**config.mk**
```make
export PLATFORM = sky130hd
export DESIGN_NAME = uart_tx_ring_fifo_flat
export DESIGN_NICKNAME = d
export VERILOG_FILES = /design/src/rtl/uart_pkg.sv /design/src/rtl/uart_tx_ring_fifo_if.sv /design/src/rtl/uart_fifo_mem.sv /design/src/rtl/uart_tx_ring_fifo.sv /design/src/flat_wrapper.sv
export SDC_FILE = /design/constraint.sdc
export NUM_CORES = 1
export LEC_CHECK = 0
export ABC_AREA = 1
export CORE_ASPECT_RATIO = 0.75
export CORE_MARGIN = 5
export CORE_UTILIZATION = 45
export CTS_CLUSTER_DIAMETER = 150
export DETAILED_ROUTE_END_ITERATION = 8
export HOLD_SLACK_MARGIN = 0.15
export PLACE_DENSITY = 0.68
export SYNTH_ARGS = -nofsm -noshare
export SYNTH_HDL_FRONTEND = slang
export SYNTH_SLANG_ARGS = --single-unit
```
**constraint.sdc**
```tcl
create_clock -name clk -period 3.7 [get_ports clk]
set_input_delay 0.74 -clock clk [delete_from_list [all_inputs] [get_ports clk]]
set_output_delay 0.74 -clock clk [all_outputs]
set_load 0.005 [all_outputs]
```
**src/rtl/uart_pkg.sv**
```systemverilog
`default_nettype none
// ============================================================================
// Module      : uart_pkg
// Description : Shared types, the default FIFO depth and the wrapping
//               pointer-increment helper for the UART transmit FIFO.
// Revision    : 1.0 - initial ring-buffer release
// ============================================================================
package uart_pkg;

    typedef logic [7:0] uart_char_t;

    localparam int UART_FIFO_DEPTH = 16;

    // Advance a storage index by one, wrapping from depth-1 back to zero so
    // that depths which are not a power of two work correctly.
    function automatic logic [31:0] ptr_inc(input logic [31:0] ptr, input logic [31:0] depth);
        return (ptr == depth - 32'd1) ? 32'd0 : ptr + 32'd1;
    endfunction

endpackage
`default_nettype wire

```
**src/rtl/uart_tx_ring_fifo_if.sv**
```systemverilog
`default_nettype none
// ============================================================================
// Module      : uart_tx_ring_fifo_if
// Description : Character-in / character-out valid-ready handshake bundle of
//               the UART transmit FIFO. The FIFO takes the slave side.
// Revision    : 1.0 - initial ring-buffer release
// ============================================================================
interface uart_tx_ring_fifo_if import uart_pkg::*; #(
    parameter int DATA_WIDTH = $bits(uart_char_t)
) ();

    logic [DATA_WIDTH-1:0] in_data;
    logic                  in_valid;
    logic                  in_ready;
    logic [DATA_WIDTH-1:0] tx_data;
    logic                  tx_valid;
    logic                  tx_ready;

    modport master (
        output in_data, in_valid, tx_ready,
        input  in_ready, tx_data, tx_valid
    );

    modport slave (
        input  in_data, in_valid, tx_ready,
        output in_ready, tx_data, tx_valid
    );

endinterface
`default_nettype wire

```
**src/rtl/uart_fifo_mem.sv**
```systemverilog
`default_nettype none
// ============================================================================
// Module      : uart_fifo_mem
// Description : DEPTH x DATA_WIDTH register file, one synchronous write port
//               and one asynchronous read port.
// Revision    : 1.0 - initial ring-buffer release
// ============================================================================
module uart_fifo_mem #(
    parameter int DATA_WIDTH = 8,
    parameter int DEPTH      = 16
) (
    input  logic                     clk,
    input  logic                     wr_en,
    input  logic [$clog2(DEPTH)-1:0] wr_addr,
    input  logic [DATA_WIDTH-1:0]    wr_data,
    input  logic [$clog2(DEPTH)-1:0] rd_addr,
    output logic [DATA_WIDTH-1:0]    rd_data
);

    logic [DATA_WIDTH-1:0] mem [DEPTH];

    // Storage contents carry no reset; the control logic never reads an unwritten entry.
    always_ff @(posedge clk) begin
        if (wr_en) begin
            mem[wr_addr] <= wr_data;
        end
    end

    assign rd_data = mem[rd_addr];

endmodule
`default_nettype wire

```
**src/rtl/uart_tx_ring_fifo.sv**
```systemverilog
`default_nettype none
// ============================================================================
// Module      : uart_tx_ring_fifo
// Description : Circular-buffer FIFO feeding the UART transmitter. Read/write
//               pointers plus occupancy count, a registered valid/ready output
//               stage with empty-FIFO bypass, flush, almost-full and sticky
//               overflow status.
//               Optional macro UART_TX_FIFO_DROP_CNT_EN adds a saturating
//               16-bit count of rejected writes on port drop_count.
// Revision    : 1.0 - initial ring-buffer release
// ============================================================================
module uart_tx_ring_fifo import uart_pkg::*; #(
    parameter int DATA_WIDTH   = $bits(uart_char_t),
    parameter int DEPTH        = UART_FIFO_DEPTH,
    parameter int AFULL_THRESH = 12
) (
    input  logic                       clk,
    input  logic                       reset_n,
    input  logic                       ena,
    input  logic                       flush,
    uart_tx_ring_fifo_if.slave         bus,
    output logic [$clog2(DEPTH+2)-1:0] level,
    output logic                       almost_full,
    output logic                       overflow
`ifdef UART_TX_FIFO_DROP_CNT_EN
    ,
    output logic [15:0]                drop_count
`endif
);

    localparam int PTR_W = $clog2(DEPTH);
    localparam int CNT_W = $clog2(DEPTH + 1);
    localparam int LVL_W = $clog2(DEPTH + 2);

    logic [PTR_W-1:0]      wr_ptr;
    logic [PTR_W-1:0]      rd_ptr;
    logic [CNT_W-1:0]      count;
    logic                  stage_valid;
    logic [DATA_WIDTH-1:0] stage_data;
    logic [DATA_WIDTH-1:0] rd_data;

    logic in_ready;
    logic accept;
    logic pop;
    logic stage_free;
    logic load;
    logic bypass;
    logic mem_wr;
    logic reject;

    // Full blocks writes even when a pop happens in the same cycle, so in_ready
    // never depends on tx_ready.
    assign in_ready   = ena & ~flush & (count != CNT_W'(DEPTH));
    assign accept     = bus.in_valid & in_ready;
    assign pop        = stage_valid & bus.tx_ready & ena;
    assign stage_free = ~stage_valid | pop;
    assign load       = stage_free & (count != '0);
    assign bypass     = stage_free & (count == '0) & accept;
    assign mem_wr     = accept & ~bypass;
    assign reject     = ena & ~flush & bus.in_valid & ~in_ready;

    assign bus.in_ready = in_ready;
    assign bus.tx_valid = stage_valid;
    assign bus.tx_data  = stage_data;

    assign level       = LVL_W'(count) + LVL_W'(stage_valid);
    assign almost_full = (32'(level) >= 32'(AFULL_THRESH));

    uart_fifo_mem #(
        .DATA_WIDTH (DATA_WIDTH),
        .DEPTH      (DEPTH)
    ) u_mem (
        .clk     (clk),
        .wr_en   (mem_wr),
        .wr_addr (wr_ptr),
        .wr_data (bus.in_data),
        .rd_addr (rd_ptr),
        .rd_data (rd_data)
    );

    // Pointer, occupancy, output-stage and overflow-flag update; ena low freezes all.
    always_ff @(posedge clk) begin
        if (!reset_n) begin
            wr_ptr      <= '0;
            rd_ptr      <= '0;
            count       <= '0;
            stage_valid <= 1'b0;
            stage_data  <= '0;
            overflow    <= 1'b0;
        end else if (ena) begin
            if (flush) begin
                wr_ptr      <= '0;
                rd_ptr      <= '0;
                count       <= '0;
                stage_valid <= 1'b0;
                overflow    <= 1'b0;
            end else begin
                if (mem_wr) begin
                    wr_ptr <= PTR_W'(ptr_inc(32'(wr_ptr), 32'(DEPTH)));
                end
                if (load) begin
                    rd_ptr <= PTR_W'(ptr_inc(32'(rd_ptr), 32'(DEPTH)));
                end
                if (mem_wr && !load) begin
                    count <= count + CNT_W'(1);
                end else if (!mem_wr && load) begin
                    count <= count - CNT_W'(1);
                end
                if (load) begin
                    stage_valid <= 1'b1;
                    stage_data  <= rd_data;
                end else if (bypass) begin
                    stage_valid <= 1'b1;
                    stage_data  <= bus.in_data;
                end else if (pop) begin
                    stage_valid <= 1'b0;
                end
                if (reject) begin
                    overflow <= 1'b1;
                end
            end
        end
    end

`ifdef UART_TX_FIFO_DROP_CNT_EN
    // Saturating tally of rejected writes, cleared together with the overflow flag.
    always_ff @(posedge clk) begin
        if (!reset_n) begin
            drop_count <= '0;
        end else if (ena) begin
            if (flush) begin
                drop_count <= '0;
            end else if (reject && (drop_count != 16'hFFFF)) begin
                drop_count <= drop_count + 16'd1;
            end
        end
    end
`endif

endmodule
`default_nettype wire

```
**src/flat_wrapper.sv**
```systemverilog
// flat-port wrapper written by rule: the top's interface ports become plain ports
module uart_tx_ring_fifo_flat import uart_pkg::*;
#(
    parameter int DATA_WIDTH   = $bits(uart_char_t),
    parameter int DEPTH        = UART_FIFO_DEPTH,
    parameter int AFULL_THRESH = 12
)
  (clk, reset_n, ena, flush, level, almost_full, overflow, bus_in_data, bus_in_valid, bus_tx_ready, bus_in_ready, bus_tx_data, bus_tx_valid);
  uart_tx_ring_fifo_if #(.DATA_WIDTH(DATA_WIDTH)) bus_i ();
  input  logic clk;
  input  logic reset_n;
  input  logic ena;
  input  logic flush;
  output logic [$clog2(DEPTH+2)-1:0] level;
  output logic almost_full;
  output logic overflow;
  input wire logic [$bits(bus_i.in_data)-1:0] bus_in_data;
  input wire logic [$bits(bus_i.in_valid)-1:0] bus_in_valid;
  input wire logic [$bits(bus_i.tx_ready)-1:0] bus_tx_ready;
  output wire logic [$bits(bus_i.in_ready)-1:0] bus_in_ready;
  output wire logic [$bits(bus_i.tx_data)-1:0] bus_tx_data;
  output wire logic [$bits(bus_i.tx_valid)-1:0] bus_tx_valid;
  assign bus_i.in_data = bus_in_data;
  assign bus_i.in_valid = bus_in_valid;
  assign bus_i.tx_ready = bus_tx_ready;
  assign bus_in_ready = bus_i.in_ready;
  assign bus_tx_data = bus_i.tx_data;
  assign bus_tx_valid = bus_i.tx_valid;
  uart_tx_ring_fifo #(.DATA_WIDTH(DATA_WIDTH), .DEPTH(DEPTH), .AFULL_THRESH(AFULL_THRESH)) u_core (.clk(clk), .reset_n(reset_n), .ena(ena), .flush(flush), .bus(bus_i), .level(level), .almost_full(almost_full), .overflow(overflow));
endmodule
```
## After elaboration in Yosys (flattened, before gate mapping)

Memories as Yosys holds them, arrays and structs flattened. A register that Yosys moved wholly into a read port is not among the register bits.
Index checks and enable logic that the tools add are counted.
W data, S select, Z words.

| operators by class | value |
|---|---|
| $mul | 0 |
| bitwise logic cells | 16 |
| reductions and logical operators | 18 |
| shifts and indexed selects | 0 |
| div/mod/pow operators | 0 |
| muxes and demuxes | 21 |
| add/subtract/negate cells | 5 |
| order comparisons | 1 |
| equal/unequal tests | 3 |

Operators by type and width:

| kind | count |
|---|---|
| $mux W4 | 8 |
| $mux W8 | 2 |
| $mux W5 | 3 |
| $and A1 B1 Y1 | 11 |
| $reduce_and A2 Y1 | 5 |
| $add A4 B1 Y4 const B | 2 |
| $eq A4 B4 Y1 const B | 2 |
| $mux W1 | 8 |
| $reduce_bool A2 Y1 | 4 |
| $add A5 B1 Y5 | 1 |
| $add A5 B1 Y5 const B | 1 |
| $ge A5 B4 Y1 const B | 1 |
| $logic_not A5 Y1 | 1 |
| $ne A5 B5 Y1 const B | 1 |
| $reduce_bool A5 Y1 | 1 |
| $sub A5 B1 Y5 const B | 1 |
| $not A1 Y1 | 4 |
| $reduce_bool A4 Y1 | 1 |
| $reduce_and A3 Y1 | 1 |
| $reduce_bool A3 Y1 | 1 |
| $logic_and A1 B1 Y1 | 2 |
| $logic_not A1 Y1 | 2 |
| $or A1 B1 Y1 | 1 |

| storage, ports and cells | value |
|---|---|
| ROM bits | 0 |
| bits of input ports | 14 |
| RAM bits | 128 |
| bits in registers | 23 |
| bits in latches | 0 |
| word-level logic and storage cells | 71 |
| memories kept | 1 |

Memory list:

| memory | depth | width | rd ports | clocked after Yosys merged registers in | wr ports | line | source |
|---|---|---|---|---|---|---|---|
| u_core.u_mem.mem | 16 | 8 | 1 | 1 | 1 | uart_fifo_mem.sv:20 | `logic [DATA_WIDTH-1:0] mem [DEPTH];` |

## Depth between registers and ports, before layout

| logic depth | value |
|---|---|
| word-level depth | 12 |
| gate-level depth with buffers | 14 |
| mapped depth without buffers | 13 |

## Hierarchy

Synthesis repeated with hierarchy kept, for this count alone.

| second synthesis, totals | value |
|---|---|
| cells, all modules | 736 |
| area, all modules | 7190.6 um^2 |

Modules (own cells, without submodules):

| module | instances | area an instance (um^2) | sequential area each (um^2) | cells each |
|---|---|---|---|---|
| uart_fifo_mem | 1 | 5606.6 | 3843.7 | 543 |
| uart_tx_ring_fifo | 1 | 1584.0 | 460.4 | 193 |

## Worst setup path before layout

No wires, ideal clock.

| path | value |
|---|---|
| path kind | input-to-reg |
| start point | input port ena |
| end point | memory u_core.u_mem.mem[7][0], enable pin |
| setup slack | 1.227 ns |
| path buffers | 1 |
| arrival | 2.090 ns |
| data required time | 3.317 ns |
| cell stages on the path | 6 |
| library setup time | 0.383 ns |
| cell sequence | buf_6 a21boi_1 nor2_1 nor2_2 inv_1 nor3_1 |

| on the way | value |
|---|---|
| cells in the longest elaborated chain, start to end | 8 |
| elaborated cells between the ends (all ways) | 11 |

Ends and longest elaborated chain:

| element | line | source |
|---|---|---|
| start: declaration | flat_wrapper.sv:12 | `input logic ena;` |
| $and A1 B1 Y1, on equally long branches | uart_tx_ring_fifo.sv:55, uart_tx_ring_fifo.sv:53 |  |
| $or A1 B1 Y1 or $and A1 B1 Y1 (tied branches) | uart_tx_ring_fifo.sv:56, uart_tx_ring_fifo.sv:53 |  |
| $and A1 B1 Y1, on equally long branches | uart_tx_ring_fifo.sv:58, uart_tx_ring_fifo.sv:54 |  |
| $and A1 B1 Y1 | uart_tx_ring_fifo.sv:58 | `assign bypass = stage_free & (count == '0) & accept;` |
| $not A1 Y1 | uart_tx_ring_fifo.sv:59 | `assign mem_wr = accept & ~bypass;` |
| $and A1 B1 Y1 (*) | uart_tx_ring_fifo.sv:59 |  |
| $mux W1 (*) | uart_fifo_mem.sv:24 | `if (wr_en) begin` |
| $mux W1 (implied by the code) (*) | uart_fifo_mem.sv:25 | `mem[wr_addr] <= wr_data;` |
| end: declaration | uart_fifo_mem.sv:20 |  |

Mark *: on every way between the ends. The rest lies on a longest branch, timed or not.

## Worst setup path in the final report

| path | value |
|---|---|
| start point | input port ena |
| end point | output port bus_in_ready |

| on the way | value |
|---|---|
| cells in the longest elaborated chain, start to end | 2 |

Ends and longest elaborated chain:

| element | line | source |
|---|---|---|
| $and A1 B1 Y1 (2 in a row) | uart_tx_ring_fifo.sv:53 | `assign in_ready = ena & ~flush & (count != CNT_W'(DEPTH));` |
| end: declaration | flat_wrapper.sv:20 | `output wire logic [$bits(bus_i.in_ready)-1:0] bus_in_ready;` |

No other way between the ends.

==> flow_summary.toml <==
[status]
status = "finished clean"

[global_route]
grt_usage = 0.1930
grt_remaining_overflow = 0
grt_pass1_wl_um = 26890
grt_antenna_before_repair = 0
grt_pass1_vias = 4958
grt_start_max_net_pins = 65

[synth]
syn_nets = 758
synth.distinct_cells = 35
netlist_area_mm2 = 0.006990
seq_area_frac_synth = 0.6272
synth-edff-count = 128
synthTopCellsByArea = "edfxtp_1 55%, nand2_1 14%, dfxtp_1 7.7%"
ys_ff_latch = 155
synthArstFlopShare = 0
yosys_warnings = 0
yosysTopAreaCellShare = 0.5498
synth.largest_area_cell = "edfxtp_1"
syn_inst = 732
synth_top_flop_cell = "edfxtp_1"
postSynthAreaPerCell_um2 = 9.550

[finish]
multiInputGateArea_mm2 = 0.002131
layout_commonest_cell = "nand2_1"
nets = 794
layout-drive-gt1-share = 0.07939
fillers = 1354
antenna_cells = 0
final_util = 0.5336
area_growth_pct = 16.22
layout_common_cells = "255 x nand2_1, 128 x edfxtp_1, 101 x nand3_1"
seqCellArea_mm2 = 0.004385

[hold_path]
hold_start = "u_core.bus.tx_data[7]"
hold_path.class = "register to register"

[drt]
drtPass1Iterations = 6
drc = 0
routed_wl_um = 16610
via_per_inst = 5.188
vias = 5115
wl_per_cell_um = 16.85
ant_nets = 0
drtIter0Drc = 706

[floorplanning]
initial_core_util = 0.4592
die_x_um = 153.9
row_count = 39
core_mm2 = 0.01522
die_y_um = 117.9
ioPinCount = 31
die-area_mm2 = 0.01815

[sta]
skew_ns = 0.009009
worst_slew_pin_slew_ns = 1.074
finalSetupTns_ns = 0
rsz0062_at_grt = "false"
setup_violations = 0
slew_violations = 0
final-hold-violation-count = 0
max_clock_freq_ghz = 0.3304
slew_headroom = 0.2838
fin_crit_ns = 3.027
finalCritPeriodShare = 0.8180

[clocking]
clkTransAtPathRegs_ns = 0.06
htreeDepth = 4
tritoncts = "yes"
ctsHoldBuffers = 0
cts_buffers = 17
cts_max_path_buffers = 2
cts_sinks = 155
root_buffer = "clkbuf_16"
post_cts_buffers = 0
worstSkewPairLatency_ns = 0.42
cts_resized = 0

[placed_design]
place_congestion = 0.9011
io_buffers = 30
dp_hpwl_um = 11200

[setup_path]
crit_arrival_ns = 2.29
required_ns = 2.96
path_max_fanout = 9
r2r-start = "u_core.count[0]"
critPathLaunch = "ena"
cp-end-kind = "output pin"
critPathKind = "input port to output pin"
cp-start-kind = "input port"

[pwr]
power.leakage_nw = 3.280
power_density_mw_per_mm2 = 481.5
peakVddDrop_v = 0.0005062

[job]
drv_cap = 0
==> sequential cells by signal, summed over array words and instances, names as in the netlist, named ones only <==
signal	cells
u_core.overflow	1
u_core.wr_ptr	4
u_core.count	5
u_core.bus.tx_valid	1
u_core.u_mem.mem	128
u_core.rd_ptr	4
u_core.bus.tx_data	8
==> worst paths after layout <==
path	depth (start not counted)	end	slack [ns]
hold / removal	2	u_core.bus.tx_data[7]	0.47
setup reg to reg	6	u_core.u_mem.mem[13][2]	1.22
hold reg to reg	2	u_core.bus.tx_data[7]	0.47
setup / recovery	6	bus_in_ready	0.67
==> through the flow <==
stage               hold slack, ns  instance area, um^2  power, mW  instances  worst slack, ns
global placement            0.4498                 7515      2.169        954           0.5529
detailed placement          0.4663                 7515      2.172        954           0.3940
finish                      0.4715                 8124      3.911        986           0.6732
global route                0.4981                 8124      4.041        986           0.5544
CTS                         0.4764                 8124      3.944        986           0.6700
floorplan                   0.4599                 6990      2.074        732            1.227
==> report_power, final <==
part	leakage [nW]	internal [mW]	switching (mW)
Combinational	1.62	0.0725	0.165
Clock	0.295	1.12	0.649
Sequential	1.37	1.89	0.00693
==> cell usage after synthesis (2+ instances only) <==
master,number
xor2_1,5
inv_2,3
nand3_1,101
ha_1,11
nand2_1,255
inv_1,82
nand2_2,4
buf_2,11
edfxtp_1,128
o21ai_0,2
nand3_2,2
clkbuf_1,13
nor3_1,4
nor2_2,2
dfxtp_1,27
buf_6,3
a21oi_1,19
nor2_1,43
==> critical path, stage by stage <==
cell             delay [ns]
clkdlybuf4s50_1        0.67
inv_2                  0.11
nor2_8                 0.16
nand2_1                0.07
inv_1                  0.05
clkdlybuf4s50_1        0.49
==> layer usage <==
metal	share of wire	track usage	vias up	wire length, um
li1	-	-	2462	-
met1	0.44	0.2685	2373	7261
met2	0.44	0.2818	242	7315
met3	0.099	0.06101	38	1641
met4	0.024	0.07667	0	394
met5	0	0	-	0
==> area by class of cell <==
class                   count  area share
clock buffers              20     0.05375
clock inverters            12     0.02125
inverters                  87     0.04051
multi-input cells         462      0.2623
flip-flops and latches    155      0.5398
well taps                 205     0.03157
repair buffers             45     0.05082
==> cell families after synthesis <==
group                    Yosys count  share of synthesized area
XOR/XNOR                           6                   0.007517
AO/OA/AOI/OAI                     27                    0.02184
AND/OR/NAND/NOR                  417                     0.2529
adder cells (fa/ha/maj)           12                    0.02255
flip-flops                       155                     0.6272
buffers and inverters            115                    0.06802
Power figures use the tool's default switching activity.
